==> src/rtl/ps2_host_tx.sv <==
// ps2_host_tx: host-to-device PS/2 command transmitter with ACK/timeout reporting
module ps2_host_tx #(
  parameter int CLK_FREQ   = 10_000_000,
  parameter int INHIBIT_US = 100,
  parameter int TIMEOUT_US = 15000
) (
  input  logic       clock,
  input  logic       reset,
  input  logic       tx_valid,
  input  logic [7:0] tx_data,
  output logic       tx_ready,
  output logic       busy,
  output logic       done,
  output logic       ack_err,
  input  logic       ps2_clk_in,
  input  logic       ps2_dat_in,
  output logic       ps2_clk_oe,
  output logic       ps2_dat_oe
);
  localparam int INH = CLK_FREQ / 1000000 * INHIBIT_US;
  localparam int TO  = CLK_FREQ / 1000000 * TIMEOUT_US;
  localparam int CW  = $clog2(TO + 1);
  localparam logic [CW-1:0] INH_LAST = CW'(INH - 1);
  localparam logic [CW-1:0] TO_LAST  = CW'(TO - 1);

  typedef enum logic [2:0] {IDLE, INHIBIT, RTS, SEND, WAIT_IDLE} state_t;

  state_t        state, state_n;
  logic [1:0]    clk_sync, dat_sync;
  logic          clk_prev, fall;
  logic [CW-1:0] cnt, cnt_n;
  logic [3:0]    bitcnt, bitcnt_n;
  logic [7:0]    data, data_n;
  logic          parity, parity_n, ack_bit, ack_bit_n;
  logic          done_n, ack_err_n, clk_oe_n, dat_oe_n;

  assign fall = clk_prev & ~clk_sync[1];

  always_ff @(posedge clock) begin
    if (reset) begin
      state      <= IDLE;
      clk_sync   <= 2'b11;
      dat_sync   <= 2'b11;
      clk_prev   <= 1'b1;
      cnt        <= '0;
      bitcnt     <= '0;
      data       <= '0;
      parity     <= 1'b0;
      ack_bit    <= 1'b0;
      tx_ready   <= 1'b1;
      busy       <= 1'b0;
      done       <= 1'b0;
      ack_err    <= 1'b0;
      ps2_clk_oe <= 1'b0;
      ps2_dat_oe <= 1'b0;
    end else begin
      state      <= state_n;
      clk_sync   <= {clk_sync[0], ps2_clk_in};
      dat_sync   <= {dat_sync[0], ps2_dat_in};
      clk_prev   <= clk_sync[1];
      cnt        <= cnt_n;
      bitcnt     <= bitcnt_n;
      data       <= data_n;
      parity     <= parity_n;
      ack_bit    <= ack_bit_n;
      tx_ready   <= state_n == IDLE;
      busy       <= state_n != IDLE;
      done       <= done_n;
      ack_err    <= ack_err_n;
      ps2_clk_oe <= clk_oe_n;
      ps2_dat_oe <= dat_oe_n;
    end
  end

  // Falls outside SEND are simply never looked at, so INHIBIT/RTS ignore them.
  always_comb begin
    state_n   = state;
    cnt_n     = cnt;
    bitcnt_n  = bitcnt;
    data_n    = data;
    parity_n  = parity;
    ack_bit_n = ack_bit;
    done_n    = 1'b0;
    ack_err_n = ack_err;
    clk_oe_n  = 1'b0;
    dat_oe_n  = 1'b0;
    case (state)
      IDLE: begin
        if (tx_valid && tx_ready) begin
          state_n  = INHIBIT;
          data_n   = tx_data;
          parity_n = ~^tx_data;
          cnt_n    = '0;
          clk_oe_n = 1'b1;
        end
      end
      INHIBIT: begin
        clk_oe_n = 1'b1;
        cnt_n    = cnt + 1'b1;
        if (cnt == INH_LAST) begin
          state_n  = RTS;
          dat_oe_n = 1'b1;
        end
      end
      RTS: begin
        state_n  = SEND;
        dat_oe_n = 1'b1;
        cnt_n    = '0;
        bitcnt_n = '0;
      end
      SEND: begin
        cnt_n    = cnt + 1'b1;
        dat_oe_n = ps2_dat_oe;
        if (cnt == TO_LAST) begin
          state_n   = IDLE;
          done_n    = 1'b1;
          ack_err_n = 1'b1;
          dat_oe_n  = 1'b0;
        end else if (fall) begin
          bitcnt_n = bitcnt + 4'd1;
          dat_oe_n = (bitcnt < 4'd8) ? ~data[bitcnt[2:0]] : (bitcnt == 4'd8) ? ~parity : 1'b0;
          if (bitcnt == 4'd10) begin
            state_n   = WAIT_IDLE;
            ack_bit_n = dat_sync[1];
          end
        end
      end
      WAIT_IDLE: begin
        cnt_n = cnt + 1'b1;
        if (cnt == TO_LAST) begin
          state_n   = IDLE;
          done_n    = 1'b1;
          ack_err_n = 1'b1;
        end else if (clk_sync[1] && dat_sync[1]) begin
          state_n   = IDLE;
          done_n    = 1'b1;
          ack_err_n = ack_bit;
        end
      end
      default: state_n = IDLE;
    endcase
  end
endmodule
==> config.mk <==
export PLATFORM = sky130hd
export DESIGN_NAME = ps2_host_tx
export DESIGN_NICKNAME = d
export VERILOG_FILES = /design/src/rtl/ps2_host_tx.sv
export SDC_FILE = /design/constraint.sdc
export NUM_CORES = 1
export LEC_CHECK = 0
export CORE_MARGIN = 4
export CORE_UTILIZATION = 48
export DETAILED_ROUTE_END_ITERATION = 8
export PLACE_DENSITY = 0.68
export SYNTH_ARGS = -nofsm -noshare
export SYNTH_HDL_FRONTEND = slang
export SYNTH_SLANG_ARGS = --single-unit
==> constraint.sdc <==
create_clock -name clock -period 5.85 [get_ports clock]
set_input_delay 1.755 -clock clock [delete_from_list [all_inputs] [get_ports clock]]
set_output_delay 1.755 -clock clock [all_outputs]
set_load 0.01 [all_outputs]
## Word level (Yosys, flattened, before mapping)

Cells that the tools add are included.

- Bits in registers: 46
- Output and inout bits: 6
- Word-level logic and storage cells: 84

- Add/subtract/negate cells: 2
- Magnitude comparators: 2
- Equal/unequal tests: 14
- Multiplexer cells: 31
- Bitwise operators: 5
- Reduce and logical (&&, ||, !) cells: 15

Operator list:

| kind | count |
|---|---|
| one-hot mux 18 bit (3 select lines) | 1 |
| 2-to-1 mux 3 bit | 7 |
| adder 18 x 1 -> 18 bit (second input constant) | 1 |
| equality test 18 x 10 -> 1 bit (second input constant) | 1 |
| equality test 18 bit (second input constant) | 1 |
| 2-to-1 mux 18 bit | 1 |
| one-hot mux 3 bit (5 select lines) | 1 |
| 2-to-1 mux 1 bit | 13 |
| equality test 4 bit (second input constant) | 2 |
| 2-to-1 mux 4 bit | 2 |
| != test 2 bit (second input constant) | 4 |
| one-hot mux 4 bit (2 select lines) | 1 |
| XNOR reduction 8 bit | 1 |
| equality test 3 x 2 -> 1 bit (second input constant) | 2 |
| logical NOT 3 bit | 2 |
| != test 3 bit (second input constant) | 2 |
| one-hot mux 1 bit (2 select lines) | 3 |
| AND reduction 3 bit | 2 |
| nonzero test 3 bit | 2 |
| adder 4 x 1 -> 4 bit (second input constant) | 1 |
| < comparator 3 x 4 -> 1 bit (second input constant) | 1 |
| < comparator 4 bit (second input constant) | 1 |
| inverter 1 bit | 4 |
| AND reduction 2 bit | 2 |
| 9 further kinds | 11 |

## Logic depth before layout (Yosys ltp)

Gate-level depths: netlist of the first run.

- Word-level depth: 7
- Gate-level depth with buffers: 7

## Worst setup path before layout of the first run

Ideal clock, no wire load.

- Path kind: input-to-reg
- Start: input tx_valid
- End: register cnt[15]
- Arrival: 2.916 ns
- Setup slack: 2.808 ns
- Stages: 6
- Cells stage by stage: a2111oi_0 > or4b_1 > buf_6 > nor4_4 > xnor2_1 > nor2_1

- Longest elaborated chain between the ends: 3

Ends and longest elaborated chain:

| item | line | source |
|---|---|---|
| from (decl) | 9 | `input logic tx_valid,` |
| logical AND 1 bit | 89 | `if (tx_valid && tx_ready) begin` |
| != test 2 bit (no line) | - |  |
| AND reduction 2 bit (no line) | - |  |
| to (signal assigned) | 61 | `cnt <= cnt_n;` |
| to (decl) | 31 | `logic [CW-1:0] cnt, cnt_n;` |

No other way between the ends.
A chain may end at the register's enable or synchronous reset.

## Worst setup path in the final report of the first run

- Start: input tx_valid
- End: register cnt[17]

The elaborated chain is that of the path after synthesis.

==> results of run 1 <==
[synth_stat cells (3+ instances only)]
master and instances:
nor4_1 3, nor3b_1 3, or2_2 7, nand2_1 15
buf_2 4, or3_1 4, xnor2_1 21, nor2_1 34
or4_1 3, clkbuf_1 4, nand3_1 5, dfxtp_1 46
o21ai_0 4, a21oi_1 8, ha_1 4, mux2i_1 11
nor3_1 12, inv_1 12, nand4_1 3
[final timing paths]
kind                             startpoint  depth (start not counted)  slack [ns]          end
worst max-delay path               tx_valid                          6        2.40      cnt[17]
worst max register to register       cnt[0]                          6        3.41         busy
worst min register to register  dat_sync[0]                          1        0.41  dat_sync[1]
worst min-delay path            dat_sync[0]                          1        0.41  dat_sync[1]
[worst max-delay path, delay by kind of cell]
| kind | cells | cell delay [ns] |
|---|---|---|
| AOI/OAI and AO/OA | 1 | 0.71 |
| buffers and inverters | 1 | 0.44 |
| xor gates and xnor gates | 1 | 0.15 |
| and+or+nand+nor | 3 | 0.58 |
[per-layer routing]
metal / routed length (um) / vias up / part of all wire [%]
met5: 0 / - / 0
met4: 63 / 0 / 1.5
met3: 137 / 5 / 3.3
met2: 1750 / 26 / 43
met1: 2160 / 778 / 52
li1: - / 898 / -
[cells by family (layout without fill, tap and decap cells)]
family,count (synthesis),after routing,synth area share (%)
XOR/XNOR,22,22,8.67
AND/OR/NAND/NOR,105,105,25.5
AO/OA/AOI/OAI,33,33,9.74
flip-flops,46,46,41.4
multiplexers,13,13,6.98
buffers and inverters,24,39,5.40
adder cells (fa/ha/maj),4,4,2.25
[cells in the final DEF, fill, tap and decap left out, types with 3 or more instances in the layout]
cell type,count
or3_1,4
clkdlybuf4s50_1,18
nor4_1,3
inv_1,12
a21oi_1,8
nand3_1,5
nand2_1,15
or2_2,7
xnor2_1,21
clkbuf_8,5
or4_1,3
nor3b_1,3
ha_1,4
nor3_1,12
nor2_1,34
mux2i_1,11
dfxtp_1,46
nand4_1,3
o21ai_0,4
[area by class of cell]
cell class                      count  area, um^2
Fill cell                         388        1930
Sequential cell                    46         921
Multi-Input combinational cell    177        1180
Timing Repair Buffer               20         195
Tap cell                           52        65.1
Clock buffer                        7        76.3
Inverter                           12        45.0
[report_power, final]
group	leakage (nW)	total (mW)	switching, mW	internal, mW
Sequential	0.374	0.332	0.00777	0.324
Clock	0.0383	0.184	0.102	0.0824
Combinational	0.428	0.0670	0.0309	0.0361
Total	0.841	0.583	0.140	0.443
[registers in the layout, summed over array words and instances, names as in the netlist, 2 cells and up]
signal	cells
clk_sync	2
dat_sync	2
state	3
bitcnt	4
data	8
cnt	18
[metrics by stage]
| stage | utilization (%) | power [mW] | std cells | hold WS, ns | cell area [um^2] |
|---|---|---|---|---|---|
| 2_1_floorplan | - | 0.384 | 247 | 0.389 | 2220 |
| 3_5_place_dp | 54.5 | 0.407 | 307 | 0.396 | 2410 |
| 5_1_grt | 56.3 | 0.611 | 314 | 0.436 | 2480 |
| 6_report | 56.3 | 0.583 | 314 | 0.412 | 2480 |
| 3_3_place_gp | 54.5 | 0.406 | 307 | 0.393 | 2410 |
| 4_1_cts | 56.3 | 0.590 | 314 | 0.414 | 2480 |
==> metrics.csv, run 1 <==
stage,metric,value,unit
global_route,busiest_layer,met1,
sta,final.setup_skew,0.00803,ns
synthesis,synth_seq_cells,46,
synthesis,yosysWarningCount,0,
synthesis,synth_top_cell_area_share,41.4,%
placement,place_ws,2.13,ns
die,die_w,76.0,um
synthesis,synthesis.nets,264,
global_route,grt_util_met2,21.2,%
route,drtIter0Drc,144,
cts,clk_pin_slew,0.08,ns
cts,cts-root-buf,clkbuf_8,
sta,rsz0062_at_grt,no,
die,coreArea,4410,um^2
global_route,grt_util_met3,3.90,%
power,power_density,235,nW/um^2
synthesis,ys.flop_type,dfxtp_1,
setup_path,worstPathMaxFanout,8,
synthesis,synth_cells,247,
setup_path,critPathMaxStageDelay,0.71,ns
sta,min_period_over_period,59.0,%
setup_path,path_cells,"clkdlybuf4s50_1, a2111oi_0, or4b_1, nor3_1, xnor2_1, nor2_1",
cts,cts.repair.resized,0,
final_layout,areaGrowthSynthToFinish,11.8,%
cts,clk_path_buf_depth,2,
cts,clk_latency,0.30,ns
setup_path,critPathKind,primary input to register,
final_layout,drive_gt1_share,8.02,%
placement,port_buffers,18,
sta,worst_slew_pin_slew,1.02,ns
placement,gp_congestion,0.784,
die,start_util,50.3,%
sta,relSlewSlack,31.4,%
final_layout,nNetsFinal,279,
setup_path,worst_path_max_delay_cell,a2111oi_0,
setup_path,critPathCaptureType,register,
synthesis,yosys.area.top_type,dfxtp_1,
synthesis,synth-async-reset-ratio,0,%
cts,cts_sinks,46,
setup_path,required,6.04,ns
cts,numCtsBuffers,5,
setup_path,critPathLaunchType,primary input,
run,cap_viol_max_count,0,
run_status,status,"complete, no violations",
synthesis,synth.distinct_cells,50,
power,ir_drop,0.125,mV
cts,cts_hold_buf,0,
synthesis,synth_area,2220,um^2
synthesis,avgSynthCellArea,9.00,um^2
sta,tns,0,ns
power,p_leak,0.841,nW
sta,hold_violations,0,
synthesis,synth_edf_count,0,
setup_path,arrival,3.64,ns
route,drt-pass1-iter-count,4,
die,num_rows,24,
die,die_y,76.0,um
sta,fin_ws,2.40,ns
cts,post_cts_buffers,0,
global_route,grt_usage,14.9,%
route,ant_nets,0,
global_route,grt_pass1_vias,1489,
sta,drv_slew,0,
route,vias,1707,
synthesis,ys_seq_area_share,41.4,%
route,routed_via_density,5.44,
route,drc,0,
die,ios,19,
final_layout,diodes,0,
sta,fmax,290,MHz
cts,htree_levels,2,
global_route,grt_overflow,0,
route,wirelength,4.11,mm
global_route,grt_max_degree,26,
route,wl_per_cell,13.1,um
cts,cts_tree,built,
synthesis,synthTopCellsByArea,"dfxtp_1, xnor2_1, nor2_1",
placement,place_hpwl,3.03,mm
sta,setup_viol,0,
sta,period_minus_slack,3.45,ns
min_path,hold_path.class,register to register,
global_route,grt_pass1_wl,7.20,mm
global_route,antenna_found_initial,0,
die,die_area,5780,um^2
global_route,grtUsageMet1,21.6,%
No activity file was read; power rests on OpenSTA's default activity.
==> run 2, diff against run 1 <==
PLACE_DENSITY = 0.71   (was 0.68)
clock period = 2.88 ns   (was 5.85 ns; I/O delays follow)
==> run 2 against run 1 <==
  * Final cell count increased by 1.3%
  * Setup slack got worse by 2.1 ns
  * Clock skew about the same
  * First-iteration DRC count decreased by 26%
  * Combinational power increased by 110%
  * Utilization increased by 2.0 points
  * Sequential share of layout area decreased by 1.3 points
  * Register-to-register slack got worse by 2.5 ns
  * Global-route usage about the same
  * Total power increased by 140%
  * Critical path depth unchanged
  * Critical path type unchanged
  * Highest routed layer unchanged
==> metrics.csv, run 2 (synthesized netlist as in run 1, its figures left out) <==
stage,metric,value,unit,change
sta,rsz0062_at_grt,no,,
sta,hold_violations,0,,unchanged
sta,tns,0,ns,unchanged
die,coreArea,4410,um^2,unchanged
route,routed_via_density,5.49,,+0.94%
placement,gp_congestion,0.798,,+1.8%
placement,port_buffers,18,,unchanged
cts,cts.repair.resized,0,,unchanged
die,die_area,5780,um^2,unchanged
setup_path,crit_buf_inv,1,,unchanged
route,ant_nets,0,,unchanged
sta,worst_slew_pin_slew,0.727,ns,-0.294 ns
cts,cts-root-buf,clkbuf_8,,
die,die_y,76.0,um,unchanged
power,p_leak,0.889,nW,+5.7%
global_route,grt_pass1_wl,7.19,mm,about the same
final_layout,layout_commonest_cell,dfxtp_1,,
sta,relSlewSlack,50.3,%,+19 points
cts,htree_levels,2,,unchanged
sta,final.setup_skew,0.00790,ns,-0.000130 ns
setup_path,path_cells,"clkdlybuf4s50_1, a2111oi_0, or4b_1, nor3_1, xnor2_1, nor2_1",,
die,start_util,50.3,%,unchanged
setup_path,required,3.08,ns,-2.96 ns
final_layout,mostFrequentLayoutCells,"dfxtp_1, nor2_1, xnor2_1, clkdlybuf4s50_1, nand2_1",,
route,vias,1745,,+2.2%
run_status,status,"complete, no violations",,
sta,period_minus_slack,2.55,ns,
sta,setup_viol,0,,unchanged
final_layout,multi_input_comb_area,1180,um^2,unchanged
final_layout,areaGrowthSynthToFinish,15.8,%,
cts,clk_pin_slew,0.09,ns,about the same
global_route,grt_pass1_vias,1570,,+5.4%
cts,cts_sinks,46,,unchanged
cts,clk_latency,0.30,ns,about the same
cts,cts_hold_buf,0,,unchanged
min_path,hold_path.class,register to register,,
setup_path,critPathLaunchType,primary input,,
power,ir_drop,0.315,mV,+150%
final_layout,reg.largest.list,"cnt x18, data x8, bitcnt x4",,
setup_path,critPathKind,primary input to register,,
route,wl_per_cell,12.8,um,-2.1%
global_route,grt_overflow,0,,unchanged
cts,clk_path_buf_depth,2,,unchanged
global_route,grt_usage,14.9,%,-0.018 points
final_layout,diodes,0,,unchanged
sta,min_period_over_period,88.7,%,
final_layout,fillers,387,,-0.26%
route,drc,0,,unchanged
die,num_rows,24,,unchanged
cts,post_cts_buffers,0,,unchanged
setup_path,worstPathMaxFanout,8,,unchanged
final_layout,top_register,cnt,,
setup_path,worst_path_max_delay_cell,a2111oi_0,,
run,cap_viol_max_count,0,,unchanged
route,wirelength,4.08,mm,-0.83%
placement,place_hpwl,2.95,mm,-2.5%
placement,dp_cells,310,,+0.98%
power,power_density,542,nW/um^2,+130%
route,drtIter0Drc,106,,-26%
die,die_w,76.0,um,unchanged
final_layout,nNetsFinal,282,,+1.1%
setup_path,critPathMaxStageDelay,0.70,ns,about the same
die,ios,19,,unchanged
global_route,antenna_found_initial,0,,unchanged
global_route,grt_max_degree,19,,-27%
final_layout,final-instance-count-excl-fill,318,,+1.3%
final_layout,largest_reg_flops,18,,unchanged
setup_path,critPathTopFamily,compound AO/OA/AOI/OAI gates,,
sta,fmax,391,MHz,
setup_path,arrival,2.75,ns,-0.89 ns
final_layout,drive_gt1_share,10.2,%,+2.1 points
route,drt-pass1-iter-count,5,,+1
cts,numCtsBuffers,5,,unchanged
sta,drv_slew,0,,unchanged
cts,cts_tree,built,,
final_layout,seq_area,921,um^2,unchanged
setup_path,critPathCaptureType,register,,
==> run 2: cell types whose count changed in the layout (fill, tap and decap cells not counted), sizes merged <==
cell	change
buf	+3
bufinv	+2
clkbuf	-1
==> run 2: final cells by class <==
type	count	share of cell area (%)
inverter	12	1.75
clock buffer	6	3.21
multi-input combinational	177	45.9
clock inverter	2	2.33
tap	52	2.53
sequential	46	35.8
timing repair buffer	23	8.46
==> run 2: power by group <==
group	internal (mW)	switching, mW	total (mW)
combinational	0.0750	0.0632	0.138
clock	0.370	0.212	0.582
sequential	0.659	0.0158	0.675
==> run 2: metal layers <==
layer  up-vias  routed length [um]  share of wire (%)  GRT usage [%]
li1        901                   -                  -              -
met5         -                   0                  0              0
met2        22                1900                 47           23.6
met4         0                  63                1.5           5.34
met1       815                2000                 49           19.4
met3         7                 119                2.9           4.02
==> run 2: worst reg2reg max path, delay by kind of cell (launching register included) <==
family | cells | cell delay, ns
AO/OA/AOI/OAI | 3 | 0.77
flip-flops | 1 | 0.39
AND/OR/NAND/NOR | 2 | 0.47
adder cells (fa/ha/maj) | 1 | 0.21
==> run 2: through the flow <==
step	instance area (um^2)	util [%]	total power [mW]	worst slack (ns)	hold WS [ns]
after global routing	2570	58.3	1.47	0.211	0.433
final	2570	58.3	1.39	0.326	0.418
after detailed placement	2430	55.0	0.829	0.0165	0.398
after CTS	2570	58.3	1.41	0.332	0.423
after global placement	2430	55.0	0.827	0.110	0.392
after floorplan	2220	-	0.779	0.729	0.389
==> run 2: path summary, 6_finish.rpt <==
kind | cells past startpoint | start | endpoint | slack, ns
setup / recovery | 6 | tx_valid | cnt[9] | 0.33
hold / removal | 1 | clk_sync[0] | clk_sync[1] | 0.42
setup reg to reg | 6 | cnt[0] | busy | 0.90
hold reg to reg | 1 | clk_sync[0] | clk_sync[1] | 0.42
==> run 3, diff against run 2 <==
clock period = 2.1 ns   (was 2.88 ns; I/O delays follow)
==> run 3 against run 2 <==
  * Via count increased by 1.7%
  * Clock power grew 11%
  * Die area stayed put
  * Global-route usage is 0.91 points higher
  * Combinational power up 45%
  * Hold slack is essentially flat
  * Clock skew decreased by 0.0042 ns
  * Clock-buffer cell count shrank 1
  * Non-clock buffer count up 9
  * Setup slack got worse by 0.17 ns
  * Total power up 27%
  * Wire length grew 4.5%
==> metrics.csv, run 3 (synthesized netlist as in run 1, its figures left out) <==
stage,metric,value,unit,change
sta,relSlewSlack,75.9,%,+26 points
setup_path,critPathLaunchType,register,,
sta,setup_viol,0,,unchanged
setup_path,critPathKind,register to register,,
final_layout,mostFrequentLayoutCells,"dfxtp_1, nor2_1, xnor2_1, clkdlybuf4s50_1, nand2_1",,
placement,port_buffers,18,,unchanged
cts,cts_sinks,46,,unchanged
setup_path,crit_buf_inv,1,,unchanged
cts,htree_levels,2,,unchanged
setup_path,worstPathMaxFanout,9,,+1
power,ir_drop,0.443,mV,+41%
setup_path,critPathCaptureType,register,,
min_path,hold_path.class,register to register,,
sta,min_period_over_period,92.4,%,
final_layout,drive_gt1_share,14.2,%,+4.0 points
run_status,status,"complete, no violations",,
placement,gp_congestion,0.792,,-0.69%
die,die_area,5780,um^2,unchanged
final_layout,top_register,cnt,,
die,coreArea,4410,um^2,unchanged
sta,fmax,515,MHz,
sta,drv_slew,0,,unchanged
sta,fin_ws,0.159,ns,-0.167 ns
final_layout,fillers,394,,+1.8%
route,drtIter0Drc,46,,-57%
sta,rsz0062_at_grt,no,,
setup_path,arrival,2.14,ns,-0.61 ns
global_route,grt_pass1_vias,1751,,+12%
die,ios,19,,unchanged
die,start_util,50.3,%,unchanged
die,num_rows,24,,unchanged
route,wl_per_cell,13.0,um,+1.6%
global_route,grt_max_degree,15,,-4
route,wirelength,4.26,mm,+4.5%
final_layout,largest_reg_flops,18,,unchanged
placement,place_ws,-0.375,ns,-0.391 ns
final_layout,diodes,0,,unchanged
power,p_leak,0.922,nW,+3.7%
cts,cts_tree,built,,
global_route,grt_usage,15.8,%,+0.91 points
final_layout,nNetsFinal,291,,+3.2%
power,power_density,675,nW/um^2,+25%
sta,period_minus_slack,1.94,ns,
global_route,antenna_found_initial,0,,unchanged
setup_path,worst_path_max_delay_cell,or3b_2,,
cts,clk_latency,0.30,ns,about the same
final_layout,final_util,59.5,%,+1.2 points
final_layout,reg.largest.list,"cnt x18, data x8, bitcnt x4",,
setup_path,critPathMaxStageDelay,0.53,ns,-0.17 ns
setup_path,required,2.30,ns,-0.78 ns
cts,clk_path_buf_depth,2,,unchanged
cts,numCtsBuffers,5,,unchanged
setup_path,critPathTopFamily,compound AO/OA/AOI/OAI gates,,
setup_path,path_cells,"or3b_2, a21oi_1, o32ai_1, buf_4, a21o_1, a31o_2",,
global_route,grt_pass1_wl,7.69,mm,+6.9%
route,routed_via_density,5.43,,-1.1%
global_route,grt_overflow,0,,unchanged
sta,worst_slew_pin_slew,0.358,ns,-0.369 ns
sta,hold_violations,0,,unchanged
route,ant_nets,0,,unchanged
sta,final.setup_skew,0.00368,ns,-0.00422 ns
sta,hold_slack,0.418,ns,+0.0000740 ns
route,vias,1774,,+1.7%
route,drc,0,,unchanged
die,die_y,76.0,um,unchanged
final_layout,layout_commonest_cell,dfxtp_1,,
placement,place_hpwl,3.15,mm,+6.7%
die,die_w,76.0,um,unchanged
route,drt-pass1-iter-count,4,,-1
final_layout,areaGrowthSynthToFinish,18.2,%,
run,cap_viol_max_count,0,,unchanged
cts,clk_pin_slew,0.08,ns,about the same
cts,cts-root-buf,clkbuf_8,,
==> run 3: changes by cell type in the layout (fill, tap and decap cells not counted), sizes merged <==
| cell | change |
|---|---|
| clkdlybuf4s50 | -1 |
| clkinv | +2 |
| buf | +9 |
| dlygate4sd2 | +1 |
| clkbuf | -1 |
| bufinv | -1 |
==> run 3: per-stage QoR <==
step | std cells | instance area [um^2] | power [mW] | TNS, ns
floorplan | 247 | 2220 | 1.07 | 0
global placement | 319 | 2500 | 1.14 | -5.47
detailed placement | 319 | 2500 | 1.15 | -6.05
CTS | 327 | 2620 | 1.80 | 0
global route | 327 | 2630 | 1.86 | 0
finish | 327 | 2630 | 1.77 | 0
==> run 3: what timing repair did <==
action | CTS | global route
hold buffers | 0 | 0
hold endpoints to repair | 0 | 0
resized for setup | 5 | 1
endpoints found under the setup margin | 8 | 1
setup buffers | 0 | 0
pin swaps | 1 | 0
==> run 3: where the power goes <==
part	switching (mW)	internal, mW	total, mW	leakage (nW)
Sequential	0.0233	0.904	0.927	0.374
Clock	0.296	0.350	0.646	0.0579
Combinational	0.0882	0.112	0.200	0.490
==> run 3: layout make-up <==
class	instances	area, um^2	area share, %
multi-input cells	177	1200	45.6
flip-flops and latches	46	921	35.1
repair buffers	32	288	11.0
clock buffers	5	68.8	2.62
well taps	52	65.1	2.48
inverters	12	45.0	1.72
clock inverters	3	40.0	1.52
==> run 3: path summary, 6_finish.rpt <==
kind	start	endpoint	slack, ns	depth (start not counted)
max	state[2]	tx_ready	0.16	6
min	clk_sync[0]	clk_sync[1]	0.42	1
max reg2reg	state[2]	tx_ready	0.16	6
min reg2reg	clk_sync[0]	clk_sync[1]	0.42	1
==> run 3: routing by layer <==
layer | routed length, um | GRT usage, % | up-vias
li1 | - | - | 918
met1 | 1990 | 19.6 | 818
met2 | 2010 | 25.5 | 28
met3 | 148 | 3.66 | 10
met4 | 110 | 8.19 | 0
met5 | 0 | 0 | -
==> run 3: worst register-to-register path, delay by kind of cell (launching register included) <==
family          cells  cell delay, ns
compound gates      4            0.66
simple gates        1            0.53
flops               1            0.49
buf+inv             1            0.16
